[src/rtl/tree_pkg.sv]
// Shared definitions for the tree adder front end and the tree adder itself.
//   fill_state_e : fill buffer state of the operand packer
//   is_pow2      : elaboration-time power-of-two check
//   count_width  : width of an operand count field able to hold 0..n
package tree_pkg;

    typedef enum logic [0:0] {
        StFill,
        StFull
    } fill_state_e;

    function automatic bit is_pow2(input int n);
        return (n > 0) && ((n & (n - 1)) == 0);
    endfunction

    function automatic int count_width(input int n);
        return $clog2(n) + 1;
    endfunction

endpackage

[src/rtl/tree_vector_reg.sv]
// Output register slice for a packed operand vector, with valid/ready and a count field.
// Data and count hold stable while out_valid_o is high and out_ready_i is low.
//   clk_i, rst_i              : clock, asynchronous active-high reset
//   in_valid_i / in_ready_o   : load handshake (ready when empty or draining this cycle)
//   in_data_i, in_count_i     : vector and real-operand count to load
//   out_valid_o / out_ready_i : downstream handshake
//   out_data_o, out_count_o   : registered vector and count
module tree_vector_reg #(
    parameter int unsigned N    = 8,
    parameter int unsigned P    = 8,
    parameter int unsigned CntW = 4
) (
    input  logic                clk_i,
    input  logic                rst_i,
    input  logic                in_valid_i,
    output logic                in_ready_o,
    input  logic signed [P-1:0] in_data_i [N],
    input  logic [CntW-1:0]     in_count_i,
    output logic                out_valid_o,
    input  logic                out_ready_i,
    output logic signed [P-1:0] out_data_o [N],
    output logic [CntW-1:0]     out_count_o
);

    logic                valid_q;
    logic signed [P-1:0] data_q [N];
    logic [CntW-1:0]     count_q;

    assign in_ready_o = !valid_q || out_ready_i;

    always_ff @(posedge clk_i or posedge rst_i) begin
        if (rst_i) begin
            valid_q <= 1'b0;
            count_q <= '0;
            for (int i = 0; i < int'(N); i++) begin
                data_q[i] <= '0;
            end
        end else if (in_valid_i && in_ready_o) begin
            valid_q <= 1'b1;
            data_q  <= in_data_i;
            count_q <= in_count_i;
        end else if (out_ready_i) begin
            valid_q <= 1'b0;
        end
    end

    assign out_valid_o = valid_q;
    assign out_data_o  = data_q;
    assign out_count_o = count_q;

endmodule

[src/rtl/tree_operand_packer.sv]
// Packs a narrow stream of signed operands (LANES per beat) into an INPUTS_AMOUNT-wide vector
// for the adder tree. A completed set double-buffers against the output register; an early
// in_last_i zero-pads the remaining slots.
//   clk_i, rst_i              : clock, asynchronous active-high reset
//   in_valid_i / in_ready_o   : input beat handshake (in_ready_o decoded from state only)
//   in_data_i [LANES]         : operands, lane k lands in slot beat*LANES+k
//   in_last_i                 : closes the vector early
//   out_valid_o / out_ready_i : packed vector handshake
//   out_data_o, out_count_o   : packed vector and number of real operands
module tree_operand_packer
    import tree_pkg::*;
#(
    parameter int unsigned INPUTS_AMOUNT = 8,
    parameter int unsigned P             = 8,
    parameter int unsigned LANES         = 1
) (
    input  logic                           clk_i,
    input  logic                           rst_i,
    input  logic                           in_valid_i,
    output logic                           in_ready_o,
    input  logic signed [P-1:0]            in_data_i [LANES],
    input  logic                           in_last_i,
    output logic                           out_valid_o,
    input  logic                           out_ready_i,
    output logic signed [P-1:0]            out_data_o [INPUTS_AMOUNT],
    output logic [$clog2(INPUTS_AMOUNT):0] out_count_o
);

    localparam int unsigned BEATS = INPUTS_AMOUNT / LANES;
    localparam int unsigned CntW  = count_width(INPUTS_AMOUNT);
    localparam int unsigned BeatW = (BEATS > 1) ? $clog2(BEATS) : 1;

    if (!is_pow2(INPUTS_AMOUNT)) begin : g_bad_inputs
        $fatal(1, "INPUTS_AMOUNT must be a power of 2");
    end
    if (!is_pow2(LANES) || (LANES > INPUTS_AMOUNT)) begin : g_bad_lanes
        $fatal(1, "LANES must be a power of 2 not exceeding INPUTS_AMOUNT");
    end

    fill_state_e         state_q, state_d;
    logic [BeatW-1:0]    beat_q, beat_d;
    logic [CntW-1:0]     count_q, count_d;
    logic signed [P-1:0] buf_q [INPUTS_AMOUNT];
    logic signed [P-1:0] buf_d [INPUTS_AMOUNT];

    logic                reg_ready;
    logic                load_valid;
    logic signed [P-1:0] load_data [INPUTS_AMOUNT];
    logic [CntW-1:0]     load_count;

    logic                accept;
    logic                complete;
    logic [CntW-1:0]     fill_cnt;
    logic signed [P-1:0] fill_vec [INPUTS_AMOUNT];

    assign in_ready_o = (state_q == StFill);

    always_comb begin
        state_d    = state_q;
        beat_d     = beat_q;
        count_d    = count_q;
        buf_d      = buf_q;
        load_valid = 1'b0;
        load_data  = buf_q;
        load_count = count_q;
        fill_vec   = buf_q;
        accept     = in_valid_i && (state_q == StFill);
        complete   = accept && ((beat_q == BeatW'(BEATS - 1)) || in_last_i);
        fill_cnt   = CntW'((int'(beat_q) + 1) * int'(LANES));

        unique case (state_q)
            StFill: begin
                if (accept) begin
                    for (int k = 0; k < int'(LANES); k++) begin
                        fill_vec[int'(beat_q) * int'(LANES) + k] = in_data_i[k];
                    end
                    if (complete) begin
                        // Pad above the real operands so the tree sum is unaffected.
                        for (int i = 0; i < int'(INPUTS_AMOUNT); i++) begin
                            if (CntW'(i) >= fill_cnt) begin
                                fill_vec[i] = '0;
                            end
                        end
                        beat_d = '0;
                        if (reg_ready) begin
                            load_valid = 1'b1;
                            load_data  = fill_vec;
                            load_count = fill_cnt;
                            for (int i = 0; i < int'(INPUTS_AMOUNT); i++) begin
                                buf_d[i] = '0;
                            end
                        end else begin
                            buf_d   = fill_vec;
                            count_d = fill_cnt;
                            state_d = StFull;
                        end
                    end else begin
                        buf_d  = fill_vec;
                        beat_d = beat_q + BeatW'(1);
                    end
                end
            end
            StFull: begin
                load_valid = 1'b1;
                if (reg_ready) begin
                    beat_d  = '0;
                    state_d = StFill;
                    for (int i = 0; i < int'(INPUTS_AMOUNT); i++) begin
                        buf_d[i] = '0;
                    end
                end
            end
            default: state_d = StFill;
        endcase
    end

    always_ff @(posedge clk_i or posedge rst_i) begin
        if (rst_i) begin
            state_q <= StFill;
            beat_q  <= '0;
            count_q <= '0;
            for (int i = 0; i < int'(INPUTS_AMOUNT); i++) begin
                buf_q[i] <= '0;
            end
        end else begin
            state_q <= state_d;
            beat_q  <= beat_d;
            count_q <= count_d;
            buf_q   <= buf_d;
        end
    end

    tree_vector_reg #(
        .N    (INPUTS_AMOUNT),
        .P    (P),
        .CntW (CntW)
    ) u_out_reg (
        .clk_i       (clk_i),
        .rst_i       (rst_i),
        .in_valid_i  (load_valid),
        .in_ready_o  (reg_ready),
        .in_data_i   (load_data),
        .in_count_i  (load_count),
        .out_valid_o (out_valid_o),
        .out_ready_i (out_ready_i),
        .out_data_o  (out_data_o),
        .out_count_o (out_count_o)
    );

endmodule

[config.mk]
export PLATFORM = sky130hd
export DESIGN_NAME = tree_operand_packer
export DESIGN_NICKNAME = d
export VERILOG_FILES = /design/src/rtl/tree_pkg.sv /design/src/rtl/tree_vector_reg.sv /design/src/rtl/tree_operand_packer.sv
export SDC_FILE = /design/constraint.sdc
export NUM_CORES = 1
export LEC_CHECK = 0
export BUFFER_PORTS_ARGS = -buffer_cell sky130_fd_sc_hd__buf_2
export CORE_ASPECT_RATIO = 0.7
export CORE_UTILIZATION = 35
export DETAILED_ROUTE_END_ITERATION = 10
export PLACE_DENSITY_LB_ADDON = 0.2
export SETUP_SLACK_MARGIN = 0.15
export SLEW_MARGIN = 20
export SYNTH_ARGS = -nofsm -noshare
export SYNTH_HDL_FRONTEND = slang
export SYNTH_SLANG_ARGS = --single-unit
[constraint.sdc]
create_clock -name clk_i -period 6.1 [get_ports clk_i]
set_clock_uncertainty 0.2 [all_clocks]
set_input_delay 1.22 -clock clk_i [delete_from_list [all_inputs] [get_ports clk_i]]
set_output_delay 1.22 -clock clk_i [all_outputs]
set_load 0.005 [all_outputs]
==> metrics.md, run 1 <==
| Metric | Value |
|---|---|
| Worst path cell trace | ha_1, ha_1, or2_1, nand3_1, nand2_1, o21a_1 |
| Post-CTS Setup Bufs | 0 |
| Synth Warn # | 0 |
| Slew Limit Fails | 0 |
| Clk pin slew, worst setup/hold paths | 0.06 ns |
| Htree depth | 4 |
| Fillcell total | 1872 |
| Status | finished, final reports clean |
| Final setup fails | 0 |
| WHS Path Cells | 1 |
| Worst path required time | 6.21 ns |
| Root buf cell | clkbuf_16 |
| DR vias | approximately 5500 |
| DRC errors left | 0 |
| Reg-to-Reg End | u_out_reg.out_data_o[12] |
| CP arrival | 3.69 ns |
| Placeable Area | 19300 sq um |
| Critical Path Start Type | flip-flop |
| Asr flop ratio synth | 1.00 |
| Die Span Y | 121 um |
| CTS-repair resized insts | 0 |
| Reg2Reg Setup Slack | 2.53 ns |
| Top FF cell, synth | dfrtp_1 |
| Port Buffers | 82 |
| Tcrit/Tclk final | 0.586 |
| Iter 0 DRT Violations | 567 |
| Finished Layout Cells | 971 |
| Layout Nets | slightly above 700 |
| Syn avg cell area | 11.0 sq um |
| Tot GR Track Use | 0.202 |
| Share of cells above drive strength 1 | 0.211 |
| Post-synth EDFFs | 0 |
| RSZ-0062 raised after global routing | no |
| CTS Hold Bufs | 0 |
| Wire per inst | between 20 and 25 um |
| First-pass GRT wire length | 31.1 mm |
| Total iterations of the first detailed-routing run | 5 |
| Peak supply drop | around 0.16 mV |
| CTS Buf Count | 17 |
| Die X | 171 um |
| Tot Pwr | 2700 uW |
| Synthesis-to-finish area growth | 14.7% |
| Vias per cell | approximately 5.6 |
| Worst r2r src | beat_q[0] |
| Worst-Skew Late Latency | 0.43 ns |
| Cell leakage power | 0.00374 uW |
| Starting Density | 0.364 |
| Hold Violations, Final | 0 |
| Initial antenna violation count | 0 |
| Number of global-route vias before repair | 5334 |
| Row count | 42 |
| Worst r2r path cells | 6 |
| Ant diodes | 0 |
| Hpwl dp | 12.7 mm |
| WHS | roughly 0.29 ns |
| CP max FO | 24 |
| Clk sinks | 141 |
| Top Ports | 83 |
| Count of cell types in the netlist | between 50 and 60 |
| Total grt overflow | 0 |
| Setup CP Type | reg -> reg |
| Hold EP | u_out_reg.out_data_o[30] |
| Clock Path Buffers | 2 |
| Placed cells | 939 |
| Final setup margin | approximately 2.5 ns |
| Rel. slew slack | 0.255 |
| Post-synthesis register bit count | 141 |
| Critical path's slowest cell | nand2_1 |
| Power Dens Cells | about 340 nW/um^2 |
| Max Fclk | 0.280 GHz |
| Synthesized area | roughly 7000 sq um |
| Hold_sp | u_out_reg.out_data_o[30] |
| Critical path's most frequent cell | ha_1 |
| Die area | between 20000 and 25000 sq um |
| Min-Delay Path Class | reg -> reg |
| Least-Margin Pin Slew | 1.11 ns |
| Max_cap viols | 0 |
| Syn_nets | 658 |
| Setup TNS | 0 ns |
| Seq/Total Area, Yosys | 0.502 |
| Largest net degree at the start of global routing | 91 |
| Wirelength, routed | 19.8 mm |
| Mapped Cells | 640 |
| CTS tree | done |
| Gpl congestion | 0.812 |
| Final Critical Period | 3.57 ns |
| Largest stage delay, worst path | 0.69 ns |
| CP Capture Type | flip-flop |
| Place WS | 2.30 ns |
| Final ANT Viol Nets | 0 |
-- where the power goes --
group	switching (uW)	total [uW]	internal (uW)
Sequential	98.1	1150	1060
Clock	420	1060	642
Combinational	284	487	203
-- synth_stat cells, drive strengths merged (5+ instances only) --
| library cell | instances | share of area |
|---|---|---|
| a211o | 8 | 0.010 |
| a21oi | 8 | 0.0089 |
| a22o | 26 | 0.032 |
| buf | 31 | 0.028 |
| clkbuf | 23 | 0.028 |
| dfrtp | 141 | 0.50 |
| ha | 5 | 0.0089 |
| inv | 12 | 0.0071 |
| mux2i | 89 | 0.13 |
| nand2 | 62 | 0.033 |
| nand3 | 15 | 0.011 |
| nor2 | 10 | 0.0061 |
| nor3 | 30 | 0.023 |
| o2111ai | 8 | 0.013 |
| o211ai | 6 | 0.0064 |
| o21a | 24 | 0.026 |
| o21ai | 56 | 0.041 |
| o22ai | 47 | 0.042 |
-- state kept, by name (all words and copies together) (netlist names) --
| register | cells |
|---|---|
| beat_q | 3 |
| buf_q | 64 |
| count_q | 4 |
| state_q | 1 |
| u_out_reg.out_count_o | 4 |
| u_out_reg.out_data_o | 64 |
| u_out_reg.out_valid_o | 1 |
-- logic make-up after synthesis --
logic type	after synthesis	share of synthesized area
and+or+nand+nor	141	0.100
buffers and inverters	66	0.0641
DFF	141	0.502
AOI/OAI and AO/OA	196	0.195
muxes	91	0.130
adders and majority gates	5	0.00890
-- layer usage --
layer | GRT usage | share of wire
met3 | 0.0383 | 0.050
met4 | 0.0670 | 0.016
met2 | 0.289 | 0.43
met5 | 0 | 0
met1 | 0.303 | 0.50
-- worst max path at each step --
stage	from	end	slack [ns]
floorplan	rst_i	beat_q[0]	0.90
global placement	out_ready_i	u_out_reg.out_data_o[24]	2.46
detailed placement	out_ready_i	u_out_reg.out_data_o[12]	2.30
CTS	beat_q[0]	u_out_reg.out_data_o[12]	2.57
global route	beat_q[0]	u_out_reg.out_data_o[29]	2.33
finish	beat_q[0]	u_out_reg.out_data_o[12]	2.53
-- cells in the final DEF (no fill, tap or decap), types with 14 or more instances in the layout --
master / synthesis / layout
a22o_1: 26 / 26
o22ai_1: 47 / 47
nand3_1: 14 / 14
o21a_1: 24 / 24
o21ai_0: 49 / 49
buf_2: 16 / 82
nor3_1: 27 / 27
nand2_1: 61 / 61
mux2i_1: 89 / 89
clkbuf_16: 0 / 17
dfrtp_1: 141 / 141
-- final cells by class --
type | count | area, sq um | share of cell area
Timing Repair Buffer | 89 | 483 | 0.0599
Clock inverter | 14 | 170 | 0.0211
Inverter | 12 | 55.1 | 0.00683
Multi-Input combinational cell | 433 | 3070 | 0.381
Tap cell | 264 | 330 | 0.0410
Clock buffer | 18 | 429 | 0.0532
Sequential cell | 141 | 3530 | 0.437
-- critical path: cells and delay by family, from the launching register on --
family | cells | cell delay, ns
AOI/OAI and AO/OA | 1 | 0.40
adders and majority gates | 2 | 0.52
and+or+nand+nor | 3 | 1.71
DFF | 1 | 0.62
-- per-stage QoR --
stage,cell area [sq um],util
2_1_floorplan,7030,-
3_3_place_gp,7440,0.386
3_5_place_dp,7470,0.387
4_1_cts,8070,0.418
5_1_grt,8070,0.418
6_report,8070,0.418
Note: power is estimated with default switching activity, not from simulation.
==> inputs of run 2 (changes only) <==
- clock period: 6.1 -> 3.25 ns (I/O delays scaled with it)
==> run 2 against run 1 <==
Against the previous run: non-clock buffer count is 12 higher; routed wire length increased by 2.2%; highest routed layer unchanged; combinational power is 93% higher; sequential share of layout area shrank 0.30 points; largest cell class unchanged; register-to-register slack worse by 2.1 ns; flip-flop and latch count unchanged; global-route usage rose by 0.58 points.
==> metrics.md, run 2 (same netlist as run 1, synthesis figures left out) <==
| Metric | Value |
|---|---|
| CTS Buf Count | 17 (unchanged) |
| Worst r2r src | beat_q[0] (unchanged) |
| Post-CTS Setup Bufs | 0 (unchanged) |
| Setup CP Type | reg -> reg (unchanged) |
| Final Critical Period | 2.80 ns (was 3.57 ns) |
| DRC errors left | 0 (unchanged) |
| Die area | 20700 sq um (unchanged) |
| Die X | 171 um (unchanged) |
| Most common cell after layout, fill and taps aside | dfrtp_1 (unchanged) |
| Vias per cell | 5.64 (was 5.62) |
| CTS-repair resized insts | 0 (unchanged) |
| Number of global-route vias before repair | 5532 (was 5334) |
| Critical path's most frequent cell | ha_1 (unchanged) |
| CP bufs+invs | 0 (unchanged) |
| Max layer used | met4 (unchanged) |
| Die Span Y | 121 um (unchanged) |
| Final setup fails | 0 (unchanged) |
| Tcrit/Tclk final | 0.860 (was 0.586) |
| CP arrival | 2.87 ns (was 3.69 ns) |
| Status | finished, final reports clean (unchanged) |
| Multi-input logic area | 3070 sq um (unchanged) |
| Tot GR Track Use | 0.208 (was 0.202) |
| Wire per inst | 20.6 um (was 20.3 um) |
| Clock Path Buffers | 2 (unchanged) |
| Top Ports | 83 (unchanged) |
| Worst r2r path cells | 6 (unchanged) |
| Total iterations of the first detailed-routing run | 5 (unchanged) |
| Leading cell types in the layout, fill and taps excluded | dfrtp_1 (141), mux2i_1 (89), buf_2 (82) (unchanged) |
| Worst path required time | 3.32 ns (was 6.21 ns) |
| First-pass GRT wire length | 32.0 mm (was 31.1 mm) |
| Place WS | 0.512 ns (was 2.30 ns) |
| RSZ-0062 raised after global routing | no (unchanged) |
| Critical path's slowest cell | dfrtp_1 (was nand2_1) |
| CP delay by family, top | compound AO/OA/AOI/OAI gates (was simple AND/OR/NAND/NOR gates) |
| Critical Path Start Type | flip-flop (unchanged) |
| CTS tree | done (unchanged) |
| Starting Density | 0.364 (unchanged) |
| Row count | 42 (unchanged) |
| Finished Layout Cells | 982 (was 971) |
| Root buf cell | clkbuf_16 (unchanged) |
| Hpwl dp | 13.5 mm (was 12.7 mm) |
| CTS Hold Bufs | 0 (unchanged) |
| Fillcell total | 1834 (was 1872) |
| Util after Layout | 0.421 (was 0.418) |
| Wl on met1 | 9.79 mm (was 9.92 mm) |
| Largest stage delay, worst path | 0.70 ns (was 0.69 ns) |
| Worst-Skew Late Latency | 0.42 ns (was 0.43 ns) |
| Worst path cell trace | ha_1, ha_1, or2_1, nand3_2, o21ai_1, o21ai_0 (was ha_1, ha_1, or2_1, nand3_1, nand2_1, o21a_1) |
| Reg-to-Reg End | buf_q[31] (was u_out_reg.out_data_o[12]) |
| Share of cells above drive strength 1 | 0.221 (was 0.211) |
| Final ANT Viol Nets | 0 (unchanged) |
| Iter 0 DRT Violations | 531 (was 567) |
| WHS | 0.156 ns (was 0.287 ns) |
| Reg2Reg Setup Slack | 0.45 ns (was 2.53 ns) |
| Max_cap viols | 0 (unchanged) |
| Gpl congestion | 0.827 (was 0.812) |
| Layout Nets | 724 (was 712) |
| DR vias | 5536 (was 5457) |
| Slew Limit Fails | 0 (unchanged) |
| Placed cells | 951 (was 939) |
| Total grt overflow | 0 (unchanged) |
| Setup TNS | 0 ns (unchanged) |
| Rel. slew slack | 0.501 (was 0.255) |
| Min-Delay Path Class | in -> async (was reg -> reg) |
| CP Capture Type | flip-flop (unchanged) |
| Final setup margin | 0.455 ns (was 2.53 ns) |
| Cell leakage power | 0.00379 uW (was 0.00374 uW) |
| Wirelength, routed | 20.2 mm (was 19.8 mm) |
| Max Fclk | 0.358 GHz (was 0.280 GHz) |
| Wire length on met3 | 1.40 mm (was 987 um) |
| Clk sinks | 141 (unchanged) |
| Largest net degree at the start of global routing | 49 (was 91) |
| Ant diodes | 0 (unchanged) |
| Register area | 3530 sq um (unchanged) |
| Least-Margin Pin Slew | 0.746 ns (was 1.11 ns) |
| Port Buffers | 82 (unchanged) |
| CP max FO | 19 (was 24) |
| Hold Violations, Final | 0 (unchanged) |
| Synthesis-to-finish area growth | 15.5% (was 14.7%) |
| Clk pin slew, worst setup/hold paths | 0.06 ns (about the same) |
| Peak supply drop | 0.360 mV (was 0.156 mV) |
| Power Dens Cells | 610 nW/um^2 (was 335 nW/um^2) |
| Initial antenna violation count | 0 (unchanged) |
| Placeable Area | 19300 sq um (unchanged) |
| Met2 Wirelength | 8.80 mm (was 8.53 mm) |
| Htree depth | 4 (unchanged) |
==> run 2: changes by cell type in the layout (fill, tap and decap cells not counted) <==
cell / delta
buf_12: +2
bufinv_16: -2
clkbuf_1: +1
buf_4: +11
clkbuf_8: +3
inv_6: -1
buf_16: -1
clkinvlp_4: -2
==> run 2: metrics by stage <==
step           instance area [sq um]  total power, uW
6_report                        8120             4950
2_1_floorplan                   7030             2770
3_3_place_gp                    7560             3090
3_5_place_dp                    7560             3130
4_1_cts                         8120             4990
5_1_grt                         8120             5200
==> run 2: layout make-up <==
class | count | share of cell area
multi-input combinational | 433 | 0.378
inverter | 12 | 0.00662
clock buffer | 22 | 0.0584
sequential | 141 | 0.434
timing repair buffer | 101 | 0.0712
tap | 264 | 0.0407
clock inverter | 9 | 0.0108
==> run 2: per-layer routing <==
layer / track usage / up-vias
li1: - / 2504
met1: 0.305 / 2808
met2: 0.302 / 202
met3: 0.0481 / 22
met4: 0.0608 / 0
met5: 0 / -
==> run 2: how the worst max path moves through the flow <==
stage	start	cells after the start	to
floorplan	rst_i	1	beat_q[0]
global placement	in_valid_i	6	u_out_reg.out_data_o[50]
detailed placement	beat_q[0]	7	buf_q[54]
CTS	beat_q[0]	7	buf_q[54]
global route	beat_q[0]	6	buf_q[30]
finish	beat_q[0]	6	buf_q[31]
==> run 2: power breakdown <==
part / leakage [uW] / switching [uW] / internal, uW / total [uW]
registers: 0.00188 / 178 / 1980 / 2160
clock network: 0.000265 / 742 / 1110 / 1850
logic: 0.00164 / 547 / 391 / 939
